$ cat config.mk
export PLATFORM = sky130hd
export DESIGN_NAME = ps2_host_tx_flat
export DESIGN_NICKNAME = d
export VERILOG_FILES = /design/src/rtl/ps2_pkg.sv /design/src/rtl/ps2_host_tx_if.sv /design/src/rtl/ps2_clk_filter.sv /design/src/rtl/ps2_host_tx.sv /design/src/flat_wrapper.sv
export SDC_FILE = /design/constraint.sdc
export NUM_CORES = 1
export LEC_CHECK = 0
export BUFFER_PORTS_ARGS = -buffer_cell sky130_fd_sc_hd__buf_2
export CORE_MARGIN = 3
export CORE_UTILIZATION = 61
export DETAILED_ROUTE_END_ITERATION = 8
export HOLD_SLACK_MARGIN = 0.02
export PLACE_DENSITY = 0.8
export SYNTH_ARGS = -nofsm -noshare
export SYNTH_HDL_FRONTEND = slang
export SYNTH_HIERARCHICAL = 1
export SYNTH_SLANG_ARGS = --single-unit
$ cat constraint.sdc
create_clock -name Reloj -period 2.23 [get_ports Reloj]
set_input_delay 0.3345 -clock Reloj [delete_from_list [all_inputs] [get_ports Reloj]]
set_output_delay 0.3345 -clock Reloj [all_outputs]
set_load 0.05 [all_outputs]
$ cat src/rtl/ps2_pkg.sv
// Shared PS/2 definitions: transmitter FSM states, keyboard command bytes and
// the odd-parity helper used by both the transmit and receive paths.
package ps2_pkg;

    typedef enum logic [3:0] {
        ST_IDLE    = 4'd0,
        ST_INHIBIT = 4'd1,
        ST_RTS     = 4'd2,
        ST_DATA    = 4'd3,
        ST_STOP    = 4'd4,
        ST_ACK     = 4'd5,
        ST_WAITREL = 4'd6,
        ST_DONE    = 4'd7,
        ST_ERR     = 4'd8
    } ps2_state_e;

    localparam logic [7:0] CMD_SET_LED = 8'hED;
    localparam logic [7:0] CMD_RESET   = 8'hFF;
    localparam logic [7:0] CMD_ENABLE  = 8'hF4;
    localparam logic [7:0] RSP_ACK     = 8'hFA;

    // PS/2 parity bit makes the 9-bit {parity, data} word carry an odd number of ones.
    function automatic logic odd_parity(input logic [7:0] data);
        return ~(^data);
    endfunction

endpackage

$ cat src/rtl/ps2_host_tx_if.sv
// Command/status and pad-level signal bundle between a PS/2 host transmitter
// (slave modport) and its user plus pad wrapper (master modport).
interface ps2_host_tx_if;
    logic       wr_en;
    logic [7:0] din;
    logic       ps2c_in;
    logic       ps2d_in;
    logic       ps2c_oe;
    logic       ps2d_oe;
    logic       busy;
    logic       tx_done;
    logic       tx_err;

    modport master (
        output wr_en, din, ps2c_in, ps2d_in,
        input  ps2c_oe, ps2d_oe, busy, tx_done, tx_err
    );

    modport slave (
        input  wr_en, din, ps2c_in, ps2d_in,
        output ps2c_oe, ps2d_oe, busy, tx_done, tx_err
    );
endinterface

$ cat src/rtl/ps2_clk_filter.sv
// Glitch filter for the PS/2 clock pad: level changes only after FILTER_LEN
// identical samples; o_fall pulses for one cycle on each accepted 1->0 change.
module ps2_clk_filter #(
    parameter int FILTER_LEN = 8
) (
    input  logic i_clk,
    input  logic i_rst,
    input  logic i_ps2c,
    output logic o_level,
    output logic o_fall
);
    logic [FILTER_LEN-1:0] r_shift;
    logic                  r_level;
    logic                  r_fall;
    logic [FILTER_LEN-1:0] w_next;

    assign w_next = {r_shift[FILTER_LEN-2:0], i_ps2c};

    // Sample history, filtered level and one-cycle falling-edge strobe.
    always_ff @(posedge i_clk) begin
        if (i_rst) begin
            r_shift <= '0;
            r_level <= 1'b0;
            r_fall  <= 1'b0;
        end else begin
            r_shift <= w_next;
            r_fall  <= 1'b0;
            if (&w_next) begin
                r_level <= 1'b1;
            end else if (~|w_next) begin
                r_level <= 1'b0;
                r_fall  <= r_level;
            end else begin
                r_level <= r_level;
            end
        end
    end

    assign o_level = r_level;
    assign o_fall  = r_fall;
endmodule

$ cat src/rtl/ps2_host_tx.sv
// PS/2 host-to-device command transmitter (inhibit, request-to-send, 11-bit frame, ACK check).
// Optional watchdog enabled by defining PS2_TX_TIMEOUT_EN.
module ps2_host_tx
    import ps2_pkg::*;
#(
    parameter int FILTER_LEN     = 8,
    parameter int INHIBIT_CYCLES = 12000,
    parameter int TIMEOUT_CYCLES = 2000000
) (
    input  logic        Reloj,
    input  logic        RST,
    ps2_host_tx_if.slave bus
);
    localparam logic [31:0] INH_LAST = 32'(INHIBIT_CYCLES - 1);

    if (INHIBIT_CYCLES < 2 || TIMEOUT_CYCLES < 1 || FILTER_LEN < 2) begin : g_param_check
        $error("ps2_host_tx: INHIBIT_CYCLES>=2, TIMEOUT_CYCLES>=1, FILTER_LEN>=2 required");
    end

    ps2_state_e  r_state;
    logic [8:0]  r_sh;
    logic [31:0] r_cnt;
    logic [3:0]  r_n;
    logic        r_ack;
    logic        r_c_oe;
    logic        r_d_oe;
    logic        r_busy;
    logic        r_done;
    logic        r_err;
    logic        w_level;
    logic        w_fall;
    logic        w_wdog_hit;

    ps2_clk_filter #(.FILTER_LEN(FILTER_LEN)) u_clk_filter (
        .i_clk   (Reloj),
        .i_rst   (RST),
        .i_ps2c  (bus.ps2c_in),
        .o_level (w_level),
        .o_fall  (w_fall)
    );

`ifdef PS2_TX_TIMEOUT_EN
    localparam logic [31:0] TO_LAST = 32'(TIMEOUT_CYCLES - 1);
    logic [31:0] r_wdog;
    logic        w_wdog_run;

    assign w_wdog_run = (r_state == ST_RTS)  || (r_state == ST_DATA) ||
                        (r_state == ST_STOP) || (r_state == ST_ACK)  ||
                        (r_state == ST_WAITREL);
    assign w_wdog_hit = w_wdog_run && (r_wdog == TO_LAST);

    // Watchdog: restarts at accept, counts only while waiting on the device.
    always_ff @(posedge Reloj) begin
        if (RST) begin
            r_wdog <= 32'd0;
        end else if (r_state == ST_IDLE && bus.wr_en) begin
            r_wdog <= 32'd0;
        end else if (w_wdog_run) begin
            r_wdog <= r_wdog + 32'd1;
        end else begin
            r_wdog <= r_wdog;
        end
    end
`else
    assign w_wdog_hit = 1'b0;
`endif

    // Transfer FSM with registered pad enables and status pulses.
    always_ff @(posedge Reloj) begin
        if (RST) begin
            r_state <= ST_IDLE;
            r_sh    <= 9'd0;
            r_cnt   <= 32'd0;
            r_n     <= 4'd0;
            r_ack   <= 1'b1;
            r_c_oe  <= 1'b0;
            r_d_oe  <= 1'b0;
            r_busy  <= 1'b0;
            r_done  <= 1'b0;
            r_err   <= 1'b0;
        end else begin
            r_done <= 1'b0;
            r_err  <= 1'b0;
            case (r_state)
                ST_IDLE: begin
                    if (bus.wr_en) begin
                        r_state <= ST_INHIBIT;
                        r_sh    <= {odd_parity(bus.din), bus.din};
                        r_cnt   <= 32'd0;
                        r_busy  <= 1'b1;
                        r_c_oe  <= 1'b1;
                        r_d_oe  <= 1'b0;
                    end
                end
                ST_INHIBIT: begin
                    r_cnt <= r_cnt + 32'd1;
                    // Start bit goes onto the bus during the final inhibit cycle.
                    if (r_cnt == INH_LAST - 32'd1) begin
                        r_d_oe <= 1'b1;
                    end
                    if (r_cnt == INH_LAST) begin
                        r_state <= ST_RTS;
                        r_c_oe  <= 1'b0;
                    end
                end
                ST_RTS: begin
                    if (w_fall) begin
                        r_state <= ST_DATA;
                        r_n     <= 4'd0;
                        r_d_oe  <= ~r_sh[0];
                    end
                end
                ST_DATA: begin
                    if (w_fall) begin
                        if (r_n == 4'd8) begin
                            r_state <= ST_STOP;
                            r_n     <= 4'd9;
                            r_d_oe  <= 1'b0;
                        end else begin
                            r_sh   <= {1'b0, r_sh[8:1]};
                            r_n    <= r_n + 4'd1;
                            r_d_oe <= ~r_sh[1];
                        end
                    end
                end
                ST_STOP: begin
                    if (w_fall) begin
                        r_state <= ST_ACK;
                        r_n     <= 4'd10;
                        r_ack   <= bus.ps2d_in;
                    end
                end
                ST_ACK: begin
                    if (!r_ack) begin
                        r_state <= ST_WAITREL;
                    end else begin
                        r_state <= ST_ERR;
                        r_err   <= 1'b1;
                    end
                end
                ST_WAITREL: begin
                    if (w_level && bus.ps2d_in) begin
                        r_state <= ST_DONE;
                        r_done  <= 1'b1;
                    end
                end
                ST_DONE: begin
                    r_state <= ST_IDLE;
                    r_busy  <= 1'b0;
                end
                ST_ERR: begin
                    r_state <= ST_IDLE;
                    r_busy  <= 1'b0;
                    r_c_oe  <= 1'b0;
                    r_d_oe  <= 1'b0;
                end
                default: begin
                    r_state <= ST_IDLE;
                    r_busy  <= 1'b0;
                    r_c_oe  <= 1'b0;
                    r_d_oe  <= 1'b0;
                end
            endcase
            if (w_wdog_hit) begin
                r_state <= ST_ERR;
                r_err   <= 1'b1;
                r_c_oe  <= 1'b0;
                r_d_oe  <= 1'b0;
            end
        end
    end

    assign bus.ps2c_oe = r_c_oe;
    assign bus.ps2d_oe = r_d_oe;
    assign bus.busy    = r_busy;
    assign bus.tx_done = r_done;
    assign bus.tx_err  = r_err;
endmodule

$ cat src/flat_wrapper.sv
// flat-port wrapper written by rule: the top's interface ports become plain ports
module ps2_host_tx_flat import ps2_pkg::*;
#(
    parameter int FILTER_LEN     = 8,
    parameter int INHIBIT_CYCLES = 12000,
    parameter int TIMEOUT_CYCLES = 2000000
)
  (Reloj, RST, bus_wr_en, bus_din, bus_ps2c_in, bus_ps2d_in, bus_ps2c_oe, bus_ps2d_oe, bus_busy, bus_tx_done, bus_tx_err);
  ps2_host_tx_if bus_i ();
  input  logic Reloj;
  input  logic RST;
  input wire logic [$bits(bus_i.wr_en)-1:0] bus_wr_en;
  input wire logic [$bits(bus_i.din)-1:0] bus_din;
  input wire logic [$bits(bus_i.ps2c_in)-1:0] bus_ps2c_in;
  input wire logic [$bits(bus_i.ps2d_in)-1:0] bus_ps2d_in;
  output wire logic [$bits(bus_i.ps2c_oe)-1:0] bus_ps2c_oe;
  output wire logic [$bits(bus_i.ps2d_oe)-1:0] bus_ps2d_oe;
  output wire logic [$bits(bus_i.busy)-1:0] bus_busy;
  output wire logic [$bits(bus_i.tx_done)-1:0] bus_tx_done;
  output wire logic [$bits(bus_i.tx_err)-1:0] bus_tx_err;
  assign bus_i.wr_en = bus_wr_en;
  assign bus_i.din = bus_din;
  assign bus_i.ps2c_in = bus_ps2c_in;
  assign bus_i.ps2d_in = bus_ps2d_in;
  assign bus_ps2c_oe = bus_i.ps2c_oe;
  assign bus_ps2d_oe = bus_i.ps2d_oe;
  assign bus_busy = bus_i.busy;
  assign bus_tx_done = bus_i.tx_done;
  assign bus_tx_err = bus_i.tx_err;
  ps2_host_tx #(.FILTER_LEN(FILTER_LEN), .INHIBIT_CYCLES(INHIBIT_CYCLES), .TIMEOUT_CYCLES(TIMEOUT_CYCLES)) u_core (.Reloj(Reloj), .RST(RST), .bus(bus_i));
endmodule
==> results.md <==
- Status: completed
- Worst VDD drop: slightly above 0.0005 V
- Worst-Margin Slew: 679 ps
- Post-synthesis sequential area ratio: 0.390
- DP HPWL: between 5000 and 6000 um
- GRT Util Overall: 0.253
- Crit. End Element: flop
- Worst hold path class: input pin to flop
- Power consumption: roughly 2500 uW
- N_diodes: 0
- Antenna violations before repair: 0
- Vias in the first global route: 2754
- Post-CTS Repair Setup Buffers: 0
- Number of routed nets with antenna violations: 0
- Largest stage delay, worst path: 700 ps
- Core Util, Final: 0.708
- Cells after Synth: approximately 400
- Pwr dens: 688 nW/um^2
- Max Buffers Root-to-Sink: 2
- CTS tree: built
- Crit path max-delay cell type: or4b_1
- Largest net degree at the start of global routing: 39
- Die Footprint: roughly 6300 um^2
- Worst-path fanout max: 9
- Ys flop type: dfxtp_1
- RSZ-0062 raised after global routing: false
- F_max: roughly 470 MHz
- IO buf count: 17
- DR iter-0 viols: 227
- Endpoints failing setup: 0
- Leak: approximately 0.0013 uW
- DR pass1 iterations: 4
- Fin nets: 432
- Max Slew Vio Count: 0
- Netlist Area Pre-Place: 3280 um^2
- Area grow syn2layout: 11.5%
- CP Cell Sequence: or4b_1 > nor3_4 > nand4_1 > mux2_2 > nor2_1
- Critical path class: flop to flop
- Worst slew margin: 0.547
- Starting Density: 0.635
- Root Driver: clkbuf_8
- Crit path required time: around 2500 ps
- Post-synthesis sequential element count: 64
- Worst reg2reg setup slack: 100 ps
- Die height: 79.4 um
- DR vias/cell: 6.16
- Final Hold Violating Endpoints: 0
- Share of flip-flops with an asynchronous set or reset: 0
- Core Area: about 5200 um^2
- Syn_area_per_cell: 8.29 um^2
- CTS sink cnt: 64
- CTS resizes: 0
- Worst path bufs/invs: 0
- Fin crit share: 0.954
- H-tree depth: 3
- EDFF count, synth: 0
- Routed length per instance: 15.2 um
- Share of layout cells above drive strength 1: 0.155
- Worst Setup Start Kind: flop
- Top delay family on crit path: simple AND/OR/NAND/NOR gates
- Clock Latency Late Sink: approximately 340 ps
- Residual DRC: 0
- Num rows: 26
- Setup_tns: 0 ps
- Net Count, Synth: 413
- Worst Clk Skew: between 4 and 5 ps
- Vias: around 3000
- Cts hold-fix bufs: 0
- Crit path DAT: 2420 ps
- Min Hold Slack: roughly 260 ps
- Post-Route WL: 7450 um
- Fillers: ~430
- Yosys cell types: 53
- Ys Warns: 6
- Tmin final: 2130 ps
- Placer congestion estimate: about 0.84
- Max Cap Violations: 0
- Die W: between 70 and 80 um
- GR Overflow Total: 0
- Number of CTS-inserted buffers: 9
- I/O pin count: 18
- Worst-path clk slew: 70 ps
- First-pass GRT wire length: 12600 um
==> worst paths after layout <==
kind / depth (start not counted) / to / from
worst max-delay path: 5 / u_core/r_cnt[22] / u_core/r_state[3]
worst min-delay path: 2 / u_core/u_clk_filter/r_shift[0] / bus_ps2c_in
worst max register to register: 5 / u_core/r_cnt[22] / u_core/r_state[3]
worst min register to register: 2 / u_core/r_sh[1] / u_core/r_sh[2]
==> kinds of logic after synthesis <==
logic type,after synthesis,synth area share
flip-flops,64,0.390
AND/OR/NAND/NOR,204,0.346
adder cells (fa/ha/maj),4,0.0152
AO/OA/AOI/OAI,68,0.138
multiplexers,16,0.0541
XOR/XNOR,7,0.0187
buffers and inverters,33,0.0389
==> flip-flops by register name, indices dropped and copies added, names as in the netlist, 4 cells and up <==
| name | flops |
|---|---|
| u_core/r_cnt | 32 |
| u_core/r_sh | 9 |
| u_core/u_clk_filter/r_shift | 7 |
| u_core/r_n | 4 |
| u_core/r_state | 4 |
==> metal layers <==
layer | vias to the layer above | routed length (um) | GRT usage
met5 | - | 0 | 0
met4 | 0 | 167 | 0.108
met3 | 20 | 279 | 0.0655
met2 | 71 | 3650 | 0.406
met1 | 1435 | 3360 | 0.321
li1 | 1491 | - | -
==> cell usage after synthesis, drive strengths merged (2+ instances only) <==
master	count	area (um^2)
nand2b	3	18.8
nand3b	2	15.0
or3	6	37.5
a22oi	2	15.0
o21ai	7	35.0
clkbuf	19	72.6
a21oi	22	110
a21o	2	15.0
o31ai	4	30.0
inv	12	45.0
a31oi	4	25.0
nor2	47	186
a311oi	9	78.8
and3b	2	17.5
nor3b	2	15.0
nand4b	7	61.3
nor3	10	77.6
xnor2	7	61.3
and4	2	17.5
nand3	18	90.1
dfxtp	64	1280
mux2	14	158
mux2i	2	20.0
buf	2	10.0
a211oi	5	37.5
nor4	10	75.1
nor4b	4	41.3
o211ai	6	45.0
ha	4	50.1
nand4	18	128
nand2	46	173
or4	2	15.0
and3	12	75.1
nor2b	10	62.6
==> layout by cell type, fill, tap and decap left out, types with 3 or more instances in the layout <==
master / n
a21oi_1: 22
buf_2: 17
o21ai_0: 7
nor2b_1: 10
nand2b_1: 3
a211oi_1: 5
a311oi_1: 9
xnor2_1: 7
nand4_1: 17
nor4b_1: 3
ha_1: 4
or3_1: 6
nand3_1: 18
clkbuf_8: 10
o211ai_1: 6
inv_1: 12
buf_4: 12
nor2_1: 45
nand2_1: 46
nor4_1: 8
a31oi_1: 4
mux2_1: 3
dfxtp_1: 64
nand4b_1: 7
nor3_1: 7
o31ai_1: 4
mux2_2: 11
and3_1: 12
==> per-stage QoR <==
stage / cells / setup WS [ps] / instance area, um^2
after global routing: 490 / 13.1 / 3660
final: 490 / 104 / 3660
after CTS: 490 / 109 / 3660
after floorplan: 396 / 356 / 3280
after global placement: 474 / 217 / 3460
after detailed placement: 474 / 144 / 3460
==> area by class of cell <==
cell class | count | area (um^2) | share of cell area
tap | 70 | 87.6 | 0.0239
timing repair buffer | 29 | 175 | 0.0478
clock inverter | 5 | 56.3 | 0.0154
clock buffer | 11 | 141 | 0.0386
multi-input combinational | 299 | 1880 | 0.512
sequential | 64 | 1280 | 0.350
inverter | 12 | 45.0 | 0.0123
==> power breakdown <==
group          internal [uW]  switching [uW]  total (uW)
combinational            111             211         323
clock                    545             448         993
sequential              1180            23.7        1200
Power figures use the tool's default switching activity.
